==> config.mk <==
export PLATFORM = sky130hd
export DESIGN_NAME = addsub_arbiter
export DESIGN_NICKNAME = d
export VERILOG_FILES = /design/src/rtl/addsub_arbiter.sv
export SDC_FILE = /design/constraint.sdc
export NUM_CORES = 1
export LEC_CHECK = 0
export BUFFER_PORTS_ARGS = -buffer_cell sky130_fd_sc_hd__buf_2
export CAP_MARGIN = 5
export CORE_AREA = 4 4 105 107
export DETAILED_ROUTE_END_ITERATION = 7
export DIE_AREA = 0 0 109 111
export PLACE_DENSITY_LB_ADDON = 0.3
export SLEW_MARGIN = 40
export SYNTH_ARGS = -nofsm -noshare
export SYNTH_HDL_FRONTEND = slang
export SYNTH_SLANG_ARGS = --single-unit
==> constraint.sdc <==
create_clock -name clk -period 4.23 [get_ports clk]
set_clock_uncertainty 0.1 [all_clocks]
set_input_delay 0.423 -clock clk [delete_from_list [all_inputs] [get_ports clk]]
set_output_delay 0.423 -clock clk [all_outputs]
set_load 0.02 [all_outputs]
==> src/rtl/addsub_arbiter.sv <==
// Round-robin sequencer that shares one combinational add/sub unit among NREQ requesters.
// Operands are registered toward the unit, and the result and flags are held on a valid/ready response port.
module addsub_arbiter #(
  parameter int NREQ = 2,
  parameter int IDW  = 1
) (
  input  logic                 clk,
  input  logic                 rst,
  input  logic [NREQ-1:0]      req_valid,
  output logic [NREQ-1:0]      req_ready,
  input  logic [32*NREQ-1:0]   req_a,
  input  logic [32*NREQ-1:0]   req_b,
  input  logic [NREQ-1:0]      req_sub,
  output logic [31:0]          au_a,
  output logic [31:0]          au_b,
  output logic                 au_sub,
  input  logic [31:0]          au_res,
  input  logic                 au_v,
  input  logic                 au_c,
  input  logic                 au_z,
  input  logic                 au_s,
  output logic                 rsp_valid,
  input  logic                 rsp_ready,
  output logic [IDW-1:0]       rsp_id,
  output logic [31:0]          rsp_res,
  output logic [3:0]           rsp_flags,
  output logic                 busy
);

  typedef enum logic [1:0] {IDLE, EXEC, RESP} state_t;

  state_t           state_q, state_d;
  logic [IDW-1:0]   last_q;
  logic [IDW-1:0]   id_q;
  logic [31:0]      au_a_q, au_a_d;
  logic [31:0]      au_b_q, au_b_d;
  logic             au_sub_q, au_sub_d;
  logic [31:0]      rsp_res_q;
  logic [3:0]       rsp_flags_q;
  logic [IDW-1:0]   rsp_id_q;

  logic             hi_found, lo_found;
  logic [IDW-1:0]   hi_idx, lo_idx, win_idx;
  logic             can_grant, grant;

  // Lowest valid index above last_q wins; otherwise wrap to the lowest valid index overall.
  always_comb begin
    hi_found = 1'b0;
    lo_found = 1'b0;
    hi_idx   = '0;
    lo_idx   = '0;
    for (int i = NREQ - 1; i >= 0; i--) begin
      if (req_valid[i]) begin
        lo_found = 1'b1;
        lo_idx   = i[IDW-1:0];
        if (i > int'(last_q)) begin
          hi_found = 1'b1;
          hi_idx   = i[IDW-1:0];
        end
      end
    end
    win_idx = hi_found ? hi_idx : lo_idx;
  end

  assign can_grant = !rst && ((state_q == IDLE) || ((state_q == RESP) && rsp_ready));
  assign grant     = can_grant && lo_found;

  always_comb begin
    au_a_d   = au_a_q;
    au_b_d   = au_b_q;
    au_sub_d = au_sub_q;
    if (grant) begin
      for (int i = 0; i < NREQ; i++) begin
        if (win_idx == i[IDW-1:0]) begin
          au_a_d   = req_a[32*i +: 32];
          au_b_d   = req_b[32*i +: 32];
          au_sub_d = req_sub[i];
        end
      end
    end
  end

  always_ff @(posedge clk) begin
    if (rst) begin
      state_q <= IDLE;
    end else begin
      state_q <= state_d;
    end
  end

  always_comb begin
    state_d = state_q;
    case (state_q)
      IDLE:    state_d = grant ? EXEC : IDLE;
      EXEC:    state_d = RESP;
      RESP:    if (rsp_ready) state_d = grant ? EXEC : IDLE;
      default: state_d = IDLE;
    endcase
  end

  always_comb begin
    req_ready = '0;
    for (int i = 0; i < NREQ; i++) begin
      if (grant && (win_idx == i[IDW-1:0])) req_ready[i] = 1'b1;
    end
    rsp_valid = (state_q == RESP);
    busy      = (state_q != IDLE);
  end

  // Operands change only on a grant edge; the result is captured at the end of the single EXEC cycle.
  always_ff @(posedge clk) begin
    if (rst) begin
      au_a_q      <= '0;
      au_b_q      <= '0;
      au_sub_q    <= 1'b0;
      id_q        <= '0;
      last_q      <= IDW'(NREQ - 1);
      rsp_res_q   <= '0;
      rsp_flags_q <= '0;
      rsp_id_q    <= '0;
    end else begin
      au_a_q   <= au_a_d;
      au_b_q   <= au_b_d;
      au_sub_q <= au_sub_d;
      if (grant) begin
        id_q   <= win_idx;
        last_q <= win_idx;
      end
      if (state_q == EXEC) begin
        rsp_res_q   <= au_res;
        rsp_flags_q <= {au_v, au_c, au_z, au_s};
        rsp_id_q    <= id_q;
      end
    end
  end

  assign au_a      = au_a_q;
  assign au_b      = au_b_q;
  assign au_sub    = au_sub_q;
  assign rsp_res   = rsp_res_q;
  assign rsp_flags = rsp_flags_q;
  assign rsp_id    = rsp_id_q;

endmodule

==> results of run 1 <==
-- worst paths after layout --
path	startpoint	endpoint	slack (ns)	cells past startpoint
hold reg to reg	rsp_res[22]	rsp_res[22]	0.36	2
setup reg to reg	state_q[1]	au_b[30]	2.08	4
hold / removal	req_b[43]	au_b[11]	0.17	2
setup / recovery	rst	req_ready[1]	1.61	4
-- logic make-up (layout without fill, tap and decap cells) --
family / after synthesis / count (layout) / share of synthesized area [%]
AOI/OAI and AO/OA: 107 / 107 / 20.2
buffers and inverters: 60 / 304 / 6.84
DFF: 106 / 106 / 49.2
and+or+nand+nor: 219 / 219 / 23.8
-- stage by stage --
| stage | area, um2 | total power [uW] |
|---|---|---|
| after floorplan | 4310 | 1460 |
| after global placement | 5670 | 1670 |
| after detailed placement | 5690 | 1680 |
| after CTS | 5890 | 2310 |
| after global routing | 5900 | 2410 |
| final | 5900 | 2300 |
-- area by class of cell --
type / count / area (um2)
timing repair buffer: 285 / 1480
tap: 136 / 170
sequential: 106 / 2120
multi-input combinational: 326 / 1920
clock buffer: 9 / 124
fill: 915 / 4240
inverter: 3 / 11.3
clock inverter: 7 / 73.8
-- flip-flops by register name, indices dropped and copies added (netlist names) --
register,count
id_q,1
rsp_flags,4
rsp_id,1
rsp_res,32
state_q,2
au_b,32
last_q,1
au_sub,1
au_a,32
-- worst reg2reg max path: cells and delay by family, from the launching register on --
kind            cells  cell delay [ns]
compound gates      1             0.29
flops               1             0.41
buf+inv             1             0.48
simple gates        2             0.78
-- power by group through the flow --
stage / clock network (uW) / logic, uW / registers, uW
2_1_floorplan: 0 / 207 / 1250
3_3_place_gp: 0 / 511 / 1160
3_5_place_dp: 0 / 521 / 1160
4_1_cts: 655 / 521 / 1140
5_1_grt: 699 / 566 / 1150
6_report: 638 / 521 / 1140
-- cells in the final DEF, fill, tap and decap left out, types with 2 or more instances in the layout --
master	instances
nand2b_1	3
buf_8	2
clkbuf_8	9
nor4_1	65
inv_6	3
dfxtp_1	106
clkinv_2	2
inv_1	3
buf_2	276
or2_2	2
nand2_1	140
buf_4	6
a21oi_1	38
a221o_1	65
-- routing by layer --
| metal | part of all wire [%] | track usage (%) |
|---|---|---|
| met3 | 8.5 | 5.77 |
| met2 | 49 | 39.0 |
| met5 | 0 | 0 |
| met1 | 40 | 28.3 |
| met4 | 1.9 | 7.58 |
==> reports/summary.txt, run 1 <==
DRT iter0 DRCs - 342
Most numerous cell in the Yosys netlist - nand2_1
Synth Area per Inst - 8.77 um2
WP buf/inv - 2
Vias in the first global route - 4569
Flop pwr share - 49.5%
Syn Nets - 663
Floorplan row count - 37
Synth Instances - 492
Area delta synth->final - 36.8%
H-tree Lvls - 3
First-pass GRT wire length - 22500 um
Worst path slowest cell - and4_4
CTS tree - done
Int Pwr - 1570 uW
Clock Power Share - 27.8%
Slew Viols, Final - 0
Placed cell count - 855
HP Class - in2reg
Post-Syn Area - 4310 um2
Netlist cell types - 23
Maximum vdd drop - 153 uV
DP HPWL - 10400 um
Cts hold-fix bufs - 0
Crit Path Class - in2out
Fin crit share - 61.9%
Inserted Clock Buffers - 9
Max-Cap Viols - 0
Initial core utilization - 42.6%
Hold Fails Final Rpt - 0
Layout Utilization - 58.2%
Final ANT Viol Nets - 0
Post-synth EDFFs - 0
Pleak - 0.00285 uW
Core Footprint - 10100 um2
Worst-skew pair later-pin latency - 0.35 ns
Port Buffers - 276
Most frequent CP cell - buf_2
CP top delay family - simple AND/OR/NAND/NOR gates
Sum of negative setup slack - 0 ns
Final-report setup violation count - 0
Gr usage total - 23.1%
Least-Margin Pin Slew - 0.783 ns
Hold_ws - 0.173 ns
Crit end category - primary output
Worst EP arrival - 2.09 ns
Io pins - 277
Root buf cell - clkbuf_8
Post-CTS Setup Bufs - 0
RSZ-0062 raised after global routing - false
Largest net degree at the start of global routing - 69
Pwr/cell area - 389 nW/um2
Full die area - 12100 um2
Die Y - 111 um
Longest Clk Path Bufs - 2
Antenna Cells - 0
Worst-path maximum fanout - 68
Outcome - completed
Fin crit period - 2.62 ns
Antenna violations before repair - 0
Largest cells by area after synthesis - dfxtp_1 49%, a221o_1 15%, nand2_1 12%
Worst-path cell chain - buf_2, nor2_1, and4_4, buf_2
Most used DFF post-synth - dfxtp_1
FMAX - 382 MHz
Detailed Routing Iterations Pass 1 - 6
Yosys top cell area share - 49.2%
DRT Wirelength - 14500 um
Gp weighted congestion - 0.869
Routed vias/inst - 5.49
# resized after CTS - 0
FF+latch count, synth - 106
Final WS setup - 1.61 ns
Clock sink total - 106
Overflow after GRT - 0
Comb power frac - 22.7%
Worst-path clk slew - 0.11 ns
Ys Warns - 0
Worst-case headroom to the max-slew limit - 47.8%
CP max stage delay - 0.76 ns
Synth area leader - dfxtp_1
Layout cells sized above 1 - 42.0%
Asr flop ratio synth - 0%
Register area share after synthesis - 49.2%
CP Launch Type - input port
Switching pwr - 725 uW
Die X - 109 um
Most frequent cells after synthesis - 140 x nand2_1, 106 x dfxtp_1, 65 x a221o_1, 65 x nor4_1, 38 x a21oi_1
Critical path required time - 3.71 ns
Vias - 4784
Net Sw Frac - 31.6%
Routed len/inst - 16.7 um
Worst slack at placement - 1.42 ns
Layout Cells excl Fill - 872
Final nets - 902
DRC Markers - 0
Power figures use the tool's default switching activity.
==> run 2, diff against run 1 <==
--- a/config.mk
+++ b/config.mk
@@ -7,9 +7,9 @@
 export LEC_CHECK = 0
 export BUFFER_PORTS_ARGS = -buffer_cell sky130_fd_sc_hd__buf_2
 export CAP_MARGIN = 5
-export CORE_AREA = 4 4 105 107
+export CORE_MARGIN = 4
+export CORE_UTILIZATION = 38
 export DETAILED_ROUTE_END_ITERATION = 7
-export DIE_AREA = 0 0 109 111
 export PLACE_DENSITY_LB_ADDON = 0.3
 export SLEW_MARGIN = 40
 export SYNTH_ARGS = -nofsm -noshare
==> constraint.sdc (replaced) <==
create_clock -name clk -period 2.4 [get_ports clk]
set_clock_uncertainty 0.1 [all_clocks]
set_input_delay 0.24 -clock clk [delete_from_list [all_inputs] [get_ports clk]]
set_output_delay 0.24 -clock clk [all_outputs]
set_load 0.02 [all_outputs]
==> run 2 against run 1 <==
Register-to-register slack got worse by 1.4 ns. Final cell count increased by 1.1%. Clock power grew 130%. Sequential cell count did not move. Non-clock buffer count increased by 6. Routed wire length shrank 1.1%. Critical path depth down 1.
==> reports/summary.txt, run 2 (synthesis results as in run 1) <==
Outcome - completed (unchanged)
Worst-case headroom to the max-slew limit - 60.8% (was 47.8%)
Floorplan row count - 38 (was 37)
Final nets - 908 (was 902)
DRT iter0 DRCs - 452 (was 342)
Longest Clk Path Bufs - 2 (unchanged)
Commonest non-fill, non-tap cell in the layout - buf_2 (unchanged)
Routed vias/inst - 5.35 (was 5.49)
Worst-path cell chain - or2_2, nor4b_1, buf_2 (was buf_2, nor2_1, and4_4, buf_2)
FMAX - 457 MHz
Antenna violations before repair - 0 (unchanged)
CP top delay family - simple AND/OR/NAND/NOR gates (unchanged)
Maximum vdd drop - 346 uV (was 153 uV)
Final ANT Viol Nets - 0 (unchanged)
Worst-skew pair later-pin latency - 0.33 ns (was 0.35 ns)
Root buf cell - clkbuf_16 (was clkbuf_8)
Crit Path Class - reg2out (was in2out)
Comb power frac - 20.9% (was 22.7%)
# resized after CTS - 0 (unchanged)
Total power - 4390 uW (was 2300 uW)
Crit end category - primary output (unchanged)
Antenna Cells - 0 (unchanged)
RSZ-0062 raised after global routing - false (unchanged)
DRC Markers - 0 (unchanged)
Worst-path clk slew - 0.07 ns (was 0.11 ns)
# fillers - 997 (was 915)
Switching pwr - 1270 uW (was 725 uW)
Sum of negative setup slack - 0 ns (unchanged)
Full die area - 13100 um2 (was 12100 um2)
Vias - 4716 (was 4784)
Io pins - 277 (unchanged)
Least-Margin Pin Slew - 0.579 ns (was 0.783 ns)
Worst path slowest cell - nor4b_1 (was and4_4)
Inserted Clock Buffers - 9 (unchanged)
Worst EP arrival - 1.85 ns (was 2.09 ns)
Fin crit period - 2.19 ns
Cts hold-fix bufs - 0 (unchanged)
Core Footprint - 11000 um2 (was 10100 um2)
HP Class - in2reg (unchanged)
CP max stage delay - 0.55 ns (was 0.76 ns)
Detailed Routing Iterations Pass 1 - 5 (was 6)
Die Y - 115 um (was 111 um)
Max-Cap Viols - 0 (unchanged)
Critical path required time - 2.06 ns (was 3.71 ns)
Leading cell types in the layout, fill and taps excluded - 276 x buf_2, 140 x nand2_1, 106 x dfxtp_1, 65 x nor4_1, 65 x a221o_1 (unchanged)
Initial core utilization - 39.3% (was 42.6%)
Net Sw Frac - 28.9% (was 31.6%)
Fin crit share - 91.2%
Flop pwr share - 45.6% (was 49.5%)
CP Launch Type - register (was input port)
Routed len/inst - 16.3 um (was 16.7 um)
DRT Wirelength - 14400 um (was 14500 um)
Clock sink total - 106 (unchanged)
Pwr/cell area - 726 nW/um2 (was 389 nW/um2)
Layout cells sized above 1 - 42.2% (was 42.0%)
Worst-path maximum fanout - 7 (was 68)
Gp weighted congestion - 0.828 (was 0.869)
Die X - 115 um (was 109 um)
Vias in the first global route - 4482 (was 4569)
R2R depth - 4 (unchanged)
Final-report setup violation count - 0 (unchanged)
Hold Path Cell Cnt - 2 (unchanged)
Largest net degree at the start of global routing - 67 (was 69)
WP buf/inv - 1 (was 2)
Int Pwr - 3120 uW (was 1570 uW)
First-pass GRT wire length - 21800 um (was 22500 um)
CTS tree - done (unchanged)
Slew Viols, Final - 0 (unchanged)
Pleak - 0.00292 uW (was 0.00285 uW)
H-tree Lvls - 3 (unchanged)
Worst path depth - 3 (was 4)
Clock Power Share - 33.5% (was 27.8%)
DP HPWL - 10600 um (was 10400 um)
Hold_ws - 0.0251 ns (was 0.173 ns)
Area delta synth->final - 40.2% (was 36.8%)
Port Buffers - 276 (unchanged)
Overflow after GRT - 0 (unchanged)
Gr usage total - 20.6% (was 23.1%)
Hold Fails Final Rpt - 0 (unchanged)
Post-CTS Setup Bufs - 0 (unchanged)
run 2: per-layer routing:
layer	vias up	GRT usage [%]	part of all wire, %
met2	229	35.8	50
li1	2295	-	-
met1	2166	24.9	39
met5	-	0	0
met4	0	8.47	2.3
met3	26	4.02	8.2
run 2: metrics by stage:
stage	setup WS (ns)	instances	util [%]	area (um2)
after floorplan	0.487	492	-	4310
after global placement	0.504	866	52.4	5750
after detailed placement	0.484	866	52.4	5750
after CTS	0.192	882	55.1	6050
after global routing	0.134	882	55.1	6050
final	0.212	882	55.1	6050
run 2: worst register-to-register path, cell delays in order, from the launching register on:
cell	delay, ns
dfxtp_1	0.41
nand2b_1	0.19
and4_4	0.32
buf_12	0.21
a221o_1	0.37
run 2: path summary, 6_finish.rpt:
kind / startpoint / to / slack, ns
setup / recovery: state_q[0] / req_ready[0] / 0.21
hold / removal: req_b[37] / au_b[5] / 0.03
setup reg to reg: state_q[1] / au_a[23] / 0.69
hold reg to reg: rsp_id / rsp_id / 0.35
run 2: power groups by stage:
stage	sequential, uW	combinational (uW)	clock (uW)
finish	2000	918	1470
global route	2020	998	1580
CTS	2000	925	1510
detailed placement	2040	927	0
global placement	2040	908	0
floorplan	2210	366	0
run 2: final cells by class:
cell class / instances / area (um2) / share of cell area [%]
sequential: 106 / 2120 / 35.1
multi-input combinational: 326 / 1920 / 31.8
tap: 140 / 175 / 2.90
inverter: 3 / 11.3 / 0.186
clock buffer: 12 / 246 / 4.08
clock inverter: 4 / 51.3 / 0.848
timing repair buffer: 291 / 1520 / 25.1
